[src/rtl/register_reader_5b.sv]
// register_reader_5b: read-side port for a bank of 5-bit registers.
// Accepts an addressed read request, fetches the register slice from the
// flattened bank bus and returns it through a valid/ready handshake.
// Out-of-range addresses return zero with err set. Completed reads are counted.
// Optional build macro READ_BYPASS_EN: forward a same-edge bank write to the read.
//
// State table
//   state   | meaning
//   S_IDLE  | no read in flight, waiting for rd_req
//   S_FETCH | address latched, bank slice captured on this edge
//   S_VALID | result held on rd_data/err until consumer takes it
module register_reader_5b #(
  parameter int NUM_REGS = 8,
  parameter int ADDR_W   = 3
) (
  input  logic                  clk,
  input  logic                  rst,
  input  logic                  rd_req,
  input  logic [ADDR_W-1:0]     rd_addr,
  input  logic                  rd_ready,
  input  logic [NUM_REGS*5-1:0] reg_bank,
  input  logic                  wr_en,
  input  logic [ADDR_W-1:0]     wr_addr,
  input  logic [4:0]            wr_data,
  output logic                  rd_busy,
  output logic                  rd_valid,
  output logic [4:0]            rd_data,
  output logic                  err,
  output logic [7:0]            rd_count
);

  typedef enum logic [1:0] {
    S_IDLE  = 2'd0,
    S_FETCH = 2'd1,
    S_VALID = 2'd2
  } state_t;

  state_t              r_state;
  state_t              w_state_nxt;
  logic [ADDR_W-1:0]   r_addr_q;
  logic                r_busy;
  logic                r_rd_valid;
  logic [4:0]          r_rd_data;
  logic                r_err;
  logic [7:0]          r_rd_count;

  logic                w_in_range;
  logic [4:0]          w_slice;
  logic                w_fwd;
  logic                w_done;

  // Address range check and bank slice mux for the latched address.
  always_comb begin
    w_in_range = (int'(r_addr_q) < NUM_REGS);
    w_slice    = '0;
    for (int i = 0; i < NUM_REGS; i++) begin
      if (r_addr_q == ADDR_W'(i)) w_slice = reg_bank[i*5 +: 5];
    end
  end

`ifdef READ_BYPASS_EN
  // A write landing on the fetched register this edge wins over the stale bank value.
  assign w_fwd = wr_en && (wr_addr == r_addr_q) && w_in_range;
`else
  // Write snoop ports are present but have no effect in this build.
  logic w_unused_snoop;
  assign w_unused_snoop = ^{wr_en, wr_addr, wr_data};
  assign w_fwd = 1'b0;
`endif

  assign w_done = (r_state == S_VALID) && r_rd_valid && rd_ready;

  // Next-state decode.
  always_comb begin
    w_state_nxt = r_state;
    case (r_state)
      S_IDLE:  if (rd_req) w_state_nxt = S_FETCH;
      S_FETCH: w_state_nxt = S_VALID;
      S_VALID: if (w_done) w_state_nxt = rd_req ? S_FETCH : S_IDLE;
      default: w_state_nxt = S_IDLE;
    endcase
  end

  // State register; busy is registered from the next state so it comes off a flop.
  always_ff @(posedge clk or negedge rst) begin
    if (!rst) begin
      r_state <= S_IDLE;
      r_busy  <= 1'b0;
    end else begin
      r_state <= w_state_nxt;
      r_busy  <= (w_state_nxt != S_IDLE);
    end
  end

  // Address capture, result register, handshake and completion counter.
  always_ff @(posedge clk or negedge rst) begin
    if (!rst) begin
      r_addr_q   <= '0;
      r_rd_valid <= 1'b0;
      r_rd_data  <= '0;
      r_err      <= 1'b0;
      r_rd_count <= '0;
    end else begin
      case (r_state)
        S_IDLE: begin
          if (rd_req) r_addr_q <= rd_addr;
        end
        S_FETCH: begin
          if (!w_in_range) begin
            r_rd_data <= 5'd0;
            r_err     <= 1'b1;
          end else begin
            r_rd_data <= w_fwd ? wr_data : w_slice;
            r_err     <= 1'b0;
          end
          r_rd_valid <= 1'b1;
        end
        S_VALID: begin
          if (w_done) begin
            r_rd_count <= r_rd_count + 8'd1;
            r_rd_valid <= 1'b0;
            if (rd_req) r_addr_q <= rd_addr;
          end
        end
        default: begin
          r_rd_valid <= 1'b0;
        end
      endcase
    end
  end

  assign rd_busy  = r_busy;
  assign rd_valid = r_rd_valid;
  assign rd_data  = r_rd_data;
  assign err      = r_err;
  assign rd_count = r_rd_count;

endmodule

[config.mk]
export PLATFORM = sky130hd
export DESIGN_NAME = register_reader_5b
export DESIGN_NICKNAME = d
export VERILOG_FILES = /design/src/rtl/register_reader_5b.sv
export SDC_FILE = /design/constraint.sdc
export NUM_CORES = 1
export LEC_CHECK = 0
export ABC_CLOCK_PERIOD_IN_PS = 2600
export CORE_ASPECT_RATIO = 1.5
export CORE_MARGIN = 2
export CORE_UTILIZATION = 35
export CTS_CLUSTER_DIAMETER = 60
export DETAILED_ROUTE_END_ITERATION = 10
export PLACE_DENSITY_LB_ADDON = 0.15
export SYNTH_ARGS = -nofsm -noshare
export SYNTH_HDL_FRONTEND = slang
export SYNTH_SLANG_ARGS = --single-unit
[constraint.sdc]
create_clock -name clk -period 2.6 [get_ports clk]
set_input_delay 0.78 -clock clk [delete_from_list [all_inputs] [get_ports clk]]
set_output_delay 0.78 -clock clk [all_outputs]
set_load 0.02 [all_outputs]
==> impl_summary.log, run 1 <==
INFO  metric run_status = finished, final reports clean
INFO  metric avgRoutedWirePerCell = around 13 µm
INFO  metric postCtsSetupBuffers = 0
INFO  metric r2r_end = rd_data[0]
INFO  metric min_period = 2.11 ns
INFO  metric synth-edff-count = 0
INFO  metric floorplan.die.width = 52.0 µm
INFO  metric path_class = flop to output pin
INFO  metric synthTopCellsByCount = sky130_fd_sc_hd__dfrtp_1, sky130_fd_sc_hd__a31oi_1, sky130_fd_sc_hd__nand2_1
INFO  metric timing.critical_path.slowest_cell_delay = between 0.6 and 0.7 ns
INFO  metric setup.worst_path.end_class = output pin
INFO  metric finalSetupTns = 0 ns
INFO  metric critical_path.startpoint = rd_count[0]
INFO  metric synth_compound_area_frac = 0.210
INFO  metric synth-simple-area-share = 0.173
INFO  metric crit_family = buffers and inverters
INFO  metric met2_usage = 0.306
INFO  metric irDropWorstVdd = a little under 0.5 mV
INFO  metric crit_arrival = approximately 1.3 ns
INFO  metric num-fill-cells = 311
INFO  metric fin_ws = around 0.49 ns
INFO  metric maxSlewHeadroom = 0.573
INFO  metric post-place-ws = 0.363 ns
INFO  metric avgSynthCellArea = slightly below 10 µm²
INFO  metric synthArstFlopShare = 1.00
INFO  metric critical_path.slowest_cell = sky130_fd_sc_hd__clkdlybuf4s50_1
INFO  metric synth-warning-count = 0
INFO  metric cts-root-buf = sky130_fd_sc_hd__clkbuf_8
INFO  metric coreArea = between 3000 and 4000 µm²
INFO  metric timing.critical_path.buf_inv = 1
INFO  metric setup_viol = 0
INFO  metric place.detailed.hpwl = approximately 2400 µm
INFO  metric design_power_total = about 1.7 mW
INFO  metric post_cts.resized_instances = 0
INFO  metric grtUsageMet1 = 0.155
INFO  metric max_cap_viol_count = 0
INFO  metric finalHoldViolCount = 0
INFO  metric syn_nets = around 180
INFO  metric wirelength = 2960 µm
INFO  metric grt_setup_unrepaired = no
INFO  metric post_route_cells_drive_above_1_share = 0.0934
INFO  metric tritoncts.num_buffers = 3
INFO  metric synth_sequential_area_ratio = 0.414
INFO  metric die_h = roughly 76 µm
INFO  metric crit_path_max_fanout = 6
INFO  metric detailedRoute.firstPassIterationCount = 4
INFO  metric dominant_combinational_cell_family_by_area_after_synthesis = compound AO/OA/AOI/OAI gates
INFO  metric io_buffers = a little over 60
INFO  metric grt_antenna_before_repair = 0
INFO  metric layout_worst_path_cycle_share = 0.810
INFO  metric synthDistinctLibCells = 35
INFO  metric fin_worst_hold_slack = roughly 0.48 ns
INFO  metric finish.cell_count_without_fillers = roughly 220
INFO  metric start_util = 0.361
INFO  metric synth-main-ff-cell = sky130_fd_sc_hd__dfrtp_1
INFO  metric synth-xor-area-share = 0.0507
INFO  metric timing.hold.worst.class = flop to flop
INFO  metric clock_tree_from_tritoncts = done
INFO  metric path_depth_of_the_worst_reg2reg_path = 4
INFO  metric maxClockFrequency = 475 MHz
INFO  metric layout.core_utilization = 0.566
INFO  metric power-per-cell-area = 902 nW/µm²
INFO  metric sequential_area = 500 µm²
INFO  metric final_antenna_net_count = 0
INFO  metric post_synth_instance_area = 1210 µm²
INFO  metric yosys.cell_count.top_type = sky130_fd_sc_hd__dfrtp_1
INFO  metric timing.critical_path.from_type = flop
INFO  metric grt_pass1_wl = 4860 µm
INFO  metric gr-usage-met3 = 0.0275
INFO  metric ys_seq_elements = 20
INFO  metric globalRoute.busiestLayer = met2
INFO  metric insertedDiodeCount = 0
INFO  metric crit_chain = clkdlybuf4s50_1
INFO  metric total_vias_in_the_final_route = 1190
INFO  metric fin_area = about 1900 µm²
INFO  metric worstPathRequired = around 1.8 ns
INFO  metric post_detailed_route_drc_marker_count = 0
INFO  metric multiInputGateArea = around 650 µm²
INFO  metric grt_pass1_vias = 1166
INFO  metric worst_setup_hold_path_clk_slew = roughly 0.070 ns
INFO  metric rows = 26
INFO  metric grt_start_max_net_pins = 22
INFO  metric post_synth_fa_ha_maj_area_fraction = 0.0103
INFO  metric grt_usage = 0.159
INFO  metric post_syn_instances = between 100 and 150
INFO  metric dieArea = around 4000 µm²
INFO  metric ctsHtreeMaxLevel = 1
INFO  metric worst-r2r-setup-slack = 0.76 ns
INFO  metric global_route.overflow_total = 0
INFO  metric fin_skew = 0.00364 ns
INFO  metric hold_buffers_post_cts = 0
INFO  metric dp.cells = 220
INFO  metric detail_route.vias_per_cell = roughly 5.3
INFO  metric finalNetCount = 240
INFO  metric total_leakage_power = ~0.75 nW
INFO  metric clockBufferDepth = 2
INFO  metric gpl.final_weighted_congestion = 0.823
INFO  metric timing_worst_slew_pin_value = between 0.6 and 0.7 ns
INFO  metric drt_first_iter_violations = 19
INFO  metric muxShareOfSynthArea = 0.0920
INFO  metric syn2layout_area_growth = 56.8%
INFO  metric synth_area_leaders = sky130_fd_sc_hd__dfrtp_1, sky130_fd_sc_hd__a31oi_1, sky130_fd_sc_hd__mux2_2, sky130_fd_sc_hd__xnor2_1, sky130_fd_sc_hd__mux2_4
INFO  metric number_of_cells_on_the_critical_path = 1
INFO  metric io_pins = 72
INFO  metric post-synth-top-area-fraction = 0.414
INFO  metric clkLatencyLatePin = roughly 0.25 ns
INFO  metric dpl_cell_area = approximately 1800 µm²
INFO  metric crit_path_end = rd_count[0]
INFO  metric yosys.area.top_type = sky130_fd_sc_hd__dfrtp_1
INFO  metric numClockSinks = 20
INFO  metric final-max-slew-violation-count = 0
INFO  metric crit-reg2reg-launch = r_addr_q[0]
-- routing by layer --
layer / vias to the layer above / part of all wire
met4: 0 / 0.012
met2: 50 / 0.56
met3: 4 / 0.067
li1: 567 / -
met1: 569 / 0.36
met5: - / 0
-- report_power, final --
group,switching [mW],leakage (nW),internal (mW)
Combinational,0.378,0.468,0.472
Sequential,0.205,0.253,0.425
Clock,0.0948,0.0288,0.134
Total,0.678,0.750,1.03
-- cells by family (layout without fill, tap and decap cells) --
group | Yosys count | count (layout)
AO/OA/AOI/OAI | 38 | 38
XOR/XNOR | 7 | 7
flip-flops | 20 | 20
adder cells (fa/ha/maj) | 1 | 1
other | 1 | 1
AND/OR/NAND/NOR | 35 | 35
buffers and inverters | 11 | 71
multiplexers | 9 | 9
-- sequential cells by signal, indices dropped and copies added (netlist names) --
signal    count
rd_data       5
r_state       2
rd_busy       1
r_addr_q      3
rd_valid      1
rd_count      8
-- cell usage in the layout, fill, tap and decap left out, types with 3 or more instances in the layout --
cell type / n
sky130_fd_sc_hd__a21oi_1: 4
sky130_fd_sc_hd__o21ai_1: 3
sky130_fd_sc_hd__xnor2_1: 6
sky130_fd_sc_hd__clkbuf_8: 4
sky130_fd_sc_hd__a32oi_1: 5
sky130_fd_sc_hd__nand2_1: 9
sky130_fd_sc_hd__clkdlybuf4s50_1: 61
sky130_fd_sc_hd__a221o_1: 4
sky130_fd_sc_hd__a31oi_1: 9
sky130_fd_sc_hd__dfrtp_1: 20
sky130_fd_sc_hd__nand3_1: 4
sky130_fd_sc_hd__nand2b_1: 7
sky130_fd_sc_hd__inv_1: 5
sky130_fd_sc_hd__mux2_2: 5
sky130_fd_sc_hd__mux2_4: 3
sky130_fd_sc_hd__o21ai_0: 8
-- area by class of cell --
| class | instances | share of cell area |
|---|---|---|
| repair buffers | 62 | 0.326 |
| flip-flops and latches | 20 | 0.264 |
| clock buffers | 4 | 0.0290 |
| inverters | 5 | 0.00989 |
| well taps | 42 | 0.0277 |
| multi-input cells | 91 | 0.344 |
-- worst min path at each step --
stage | slack [ns] | end | startpoint | depth (start not counted)
after detailed placement | 0.47 | rd_count[7] | rd_count[7] | 1
after global placement | 0.46 | rd_count[7] | rd_count[7] | 1
final | 0.48 | rd_count[7] | rd_count[7] | 1
after CTS | 0.48 | rd_count[7] | rd_count[7] | 1
after global routing | 0.52 | rd_count[7] | rd_count[7] | 1
after floorplan | 0.48 | r_addr_q[0] | rst | 0
Power figures use the tool's default switching activity.
==> run 2, diff against run 1 <==
- ABC_CLOCK_PERIOD_IN_PS: 2600 -> 2100
- clock period: 2.6 -> 2.1 ns (I/O delays scaled with it)
==> run 2 against run 1 <==
Net effect: hold slack worse by 0.0038 ns; clock power rose by 26%; wire length is 5.9% higher; register-to-register slack worse by 0.35 ns; cell count up 1.8%; combinational power rose by 37%; clock-buffer cell count unchanged; sequential power is 15% higher; via count increased by 0.25%; highest routed layer unchanged.
==> impl_summary.log, run 2 (same netlist as run 1, synthesis figures left out) <==
INFO  metric cts-root-buf = sky130_fd_sc_hd__clkbuf_8
INFO  metric wirelength = 3140 µm (+5.9%)
INFO  metric timing.hold.worst.class = flop to flop
INFO  metric most-common-layout-cells = sky130_fd_sc_hd__clkdlybuf4s50_1, sky130_fd_sc_hd__dfrtp_1, sky130_fd_sc_hd__nand2_1, sky130_fd_sc_hd__a31oi_1, sky130_fd_sc_hd__o21ai_0
INFO  metric fin_skew = 0.00483 ns (+0.00119 ns)
INFO  metric r2r_end = rd_data[0]
INFO  metric grt_start_max_net_pins = 21 (-4.5%)
INFO  metric die_h = 76.0 µm (unchanged)
INFO  metric final-max-slew-violation-count = 0 (unchanged)
INFO  metric crit_path_max_fanout = 6 (unchanged)
INFO  metric grt_antenna_before_repair = 0 (unchanged)
INFO  metric global_route.overflow_total = 0 (unchanged)
INFO  metric crit-reg2reg-launch = r_addr_q[0]
INFO  metric post-place-ws = 0.0511 ns (-0.312 ns)
INFO  metric number_of_cells_on_the_critical_path = 1 (unchanged)
INFO  metric floorplan.die.width = 52.0 µm (unchanged)
INFO  metric irDropWorstVdd = 0.578 mV (+20%)
INFO  metric hold_buffers_post_cts = 0 (unchanged)
INFO  metric num-fill-cells = 304 (-2.3%)
INFO  metric post_route_cells_drive_above_1_share = 0.113 (+0.0195)
INFO  metric timing.critical_path.buf_inv = 1 (unchanged)
INFO  metric dieArea = 3950 µm² (unchanged)
INFO  metric timing.critical_path.from_type = flop
INFO  metric final_antenna_net_count = 0 (unchanged)
INFO  metric min_period = between 1.5 and 2 ns
INFO  metric post_cts.resized_instances = 0 (unchanged)
INFO  metric clock_tree_from_tritoncts = done
INFO  metric place.detailed.hpwl = 2640 µm (+8.0%)
INFO  metric max_cap_viol_count = 0 (unchanged)
INFO  metric path_depth_of_the_worst_reg2reg_path = 5 (+1)
INFO  metric crit_path_end = rd_count[0]
INFO  metric setup_viol = 0 (unchanged)
INFO  metric tritoncts.num_buffers = 3 (unchanged)
INFO  metric start_util = 0.361 (unchanged)
INFO  metric post_detailed_route_drc_marker_count = 0 (unchanged)
INFO  metric detail_route.vias_per_cell = 5.23 (-1.5%)
INFO  metric syn2layout_area_growth = 59.3%
INFO  metric worstPathRequired = 1.47 ns (-0.35 ns)
INFO  metric postCtsSetupBuffers = 0 (unchanged)
INFO  metric clockBufferDepth = 2 (unchanged)
INFO  metric fin_worst_hold_slack = 0.472 ns (-0.00376 ns)
INFO  metric fin_ws = 0.123 ns (-0.371 ns)
INFO  metric timing.critical_path.slowest_cell_delay = 0.64 ns (about the same)
INFO  metric crit_chain = clkdlybuf4s50_1
INFO  metric setup.worst_path.end_class = output pin
INFO  metric critical_path.startpoint = rd_count[0]
INFO  metric drt_first_iter_violations = 16 (-3)
INFO  metric total_vias_in_the_final_route = 1193 (+0.25%)
INFO  metric insertedDiodeCount = 0 (unchanged)
INFO  metric power-per-cell-area = 1130 nW/µm² (+26%)
INFO  metric design_power_total = 2.19 mW (+28%)
INFO  metric grt_setup_unrepaired = no
INFO  metric crit_family = buffers and inverters
INFO  metric total_leakage_power = 0.769 nW (+2.6%)
INFO  metric worst-r2r-setup-slack = 0.41 ns (-0.35 ns)
INFO  metric finish.cell_count_without_fillers = 228 (+1.8%)
INFO  metric finalNetCount = 244 (+1.7%)
INFO  metric critical_path.slowest_cell = sky130_fd_sc_hd__clkdlybuf4s50_1
INFO  metric numClockSinks = 20 (unchanged)
INFO  metric gpl.final_weighted_congestion = 0.785 (-4.6%)
INFO  metric finalHoldViolCount = 0 (unchanged)
INFO  metric detailedRoute.firstPassIterationCount = 4 (unchanged)
INFO  metric grt_pass1_vias = 1236 (+6.0%)
INFO  metric layout_worst_path_cycle_share = 0.941
INFO  metric run_status = finished, final reports clean
INFO  metric ctsHtreeMaxLevel = 1 (unchanged)
INFO  metric coreArea = 3350 µm² (unchanged)
INFO  metric avgRoutedWirePerCell = 13.8 µm (+4.1%)
INFO  metric fin_area = 1930 µm² (+1.6%)
INFO  metric clkLatencyLatePin = 0.26 ns (about the same)
INFO  metric grt_pass1_wl = 5210 µm (+7.1%)
INFO  metric path_class = flop to output pin
INFO  metric dp.cells = 224 (+1.8%)
INFO  metric layout.core_utilization = 0.575 (+0.00896)
INFO  metric finalSetupTns = 0 ns (unchanged)
INFO  metric largest_reg_flops = 8 (unchanged)
INFO  metric final_common_cell = sky130_fd_sc_hd__clkdlybuf4s50_1
INFO  metric worst_setup_hold_path_clk_slew = 0.07 ns (about the same)
INFO  metric crit_arrival = 1.35 ns (+0.02 ns)
INFO  metric grt_usage = 0.173 (+0.0140)
INFO  metric dpl_cell_area = 1870 µm² (+1.6%)
INFO  metric rows = 26 (unchanged)
INFO  metric maxClockFrequency = approximately 510 MHz
INFO  metric io_pins = 72 (unchanged)
INFO  metric io_buffers = 61 (unchanged)
-- run 2: cell types whose count changed in the layout (fill, tap and decap cells not counted) --
cell	delta
sky130_fd_sc_hd__buf_4	+4
-- run 2: worst min path at each step --
| stage | to | depth (start not counted) | start |
|---|---|---|---|
| 2_1_floorplan | r_addr_q[0] | 0 | rst |
| 3_3_place_gp | rd_count[7] | 1 | rd_count[7] |
| 3_5_place_dp | rd_count[7] | 1 | rd_count[7] |
| 4_1_cts | rd_count[7] | 1 | rd_count[7] |
| 5_1_grt | rd_count[7] | 1 | rd_count[7] |
| 6_report | rd_count[7] | 1 | rd_count[7] |
-- run 2: routing by layer --
layer  up-vias  global-route usage  part of all wire
met2        56               0.314              0.55
met4         0               0.121             0.049
met3        11              0.0235             0.058
li1        574                   -                 -
met1       552               0.167              0.34
met5         -                   0                 0
-- run 2: power by group --
group / switching [mW] / internal, mW / total (mW)
clock: 0.122 / 0.167 / 0.289
combinational: 0.546 / 0.624 / 1.17
sequential: 0.198 / 0.528 / 0.726
-- run 2: final cells by class --
| class | instances | area, µm² | share of cell area |
|---|---|---|---|
| Multi-Input combinational cell | 91 | 652 | 0.338 |
| Tap cell | 42 | 52.6 | 0.0273 |
| Inverter | 5 | 18.8 | 0.00974 |
| Clock buffer | 4 | 55.1 | 0.0286 |
| Timing Repair Buffer | 66 | 648 | 0.336 |
| Sequential cell | 20 | 500 | 0.260 |
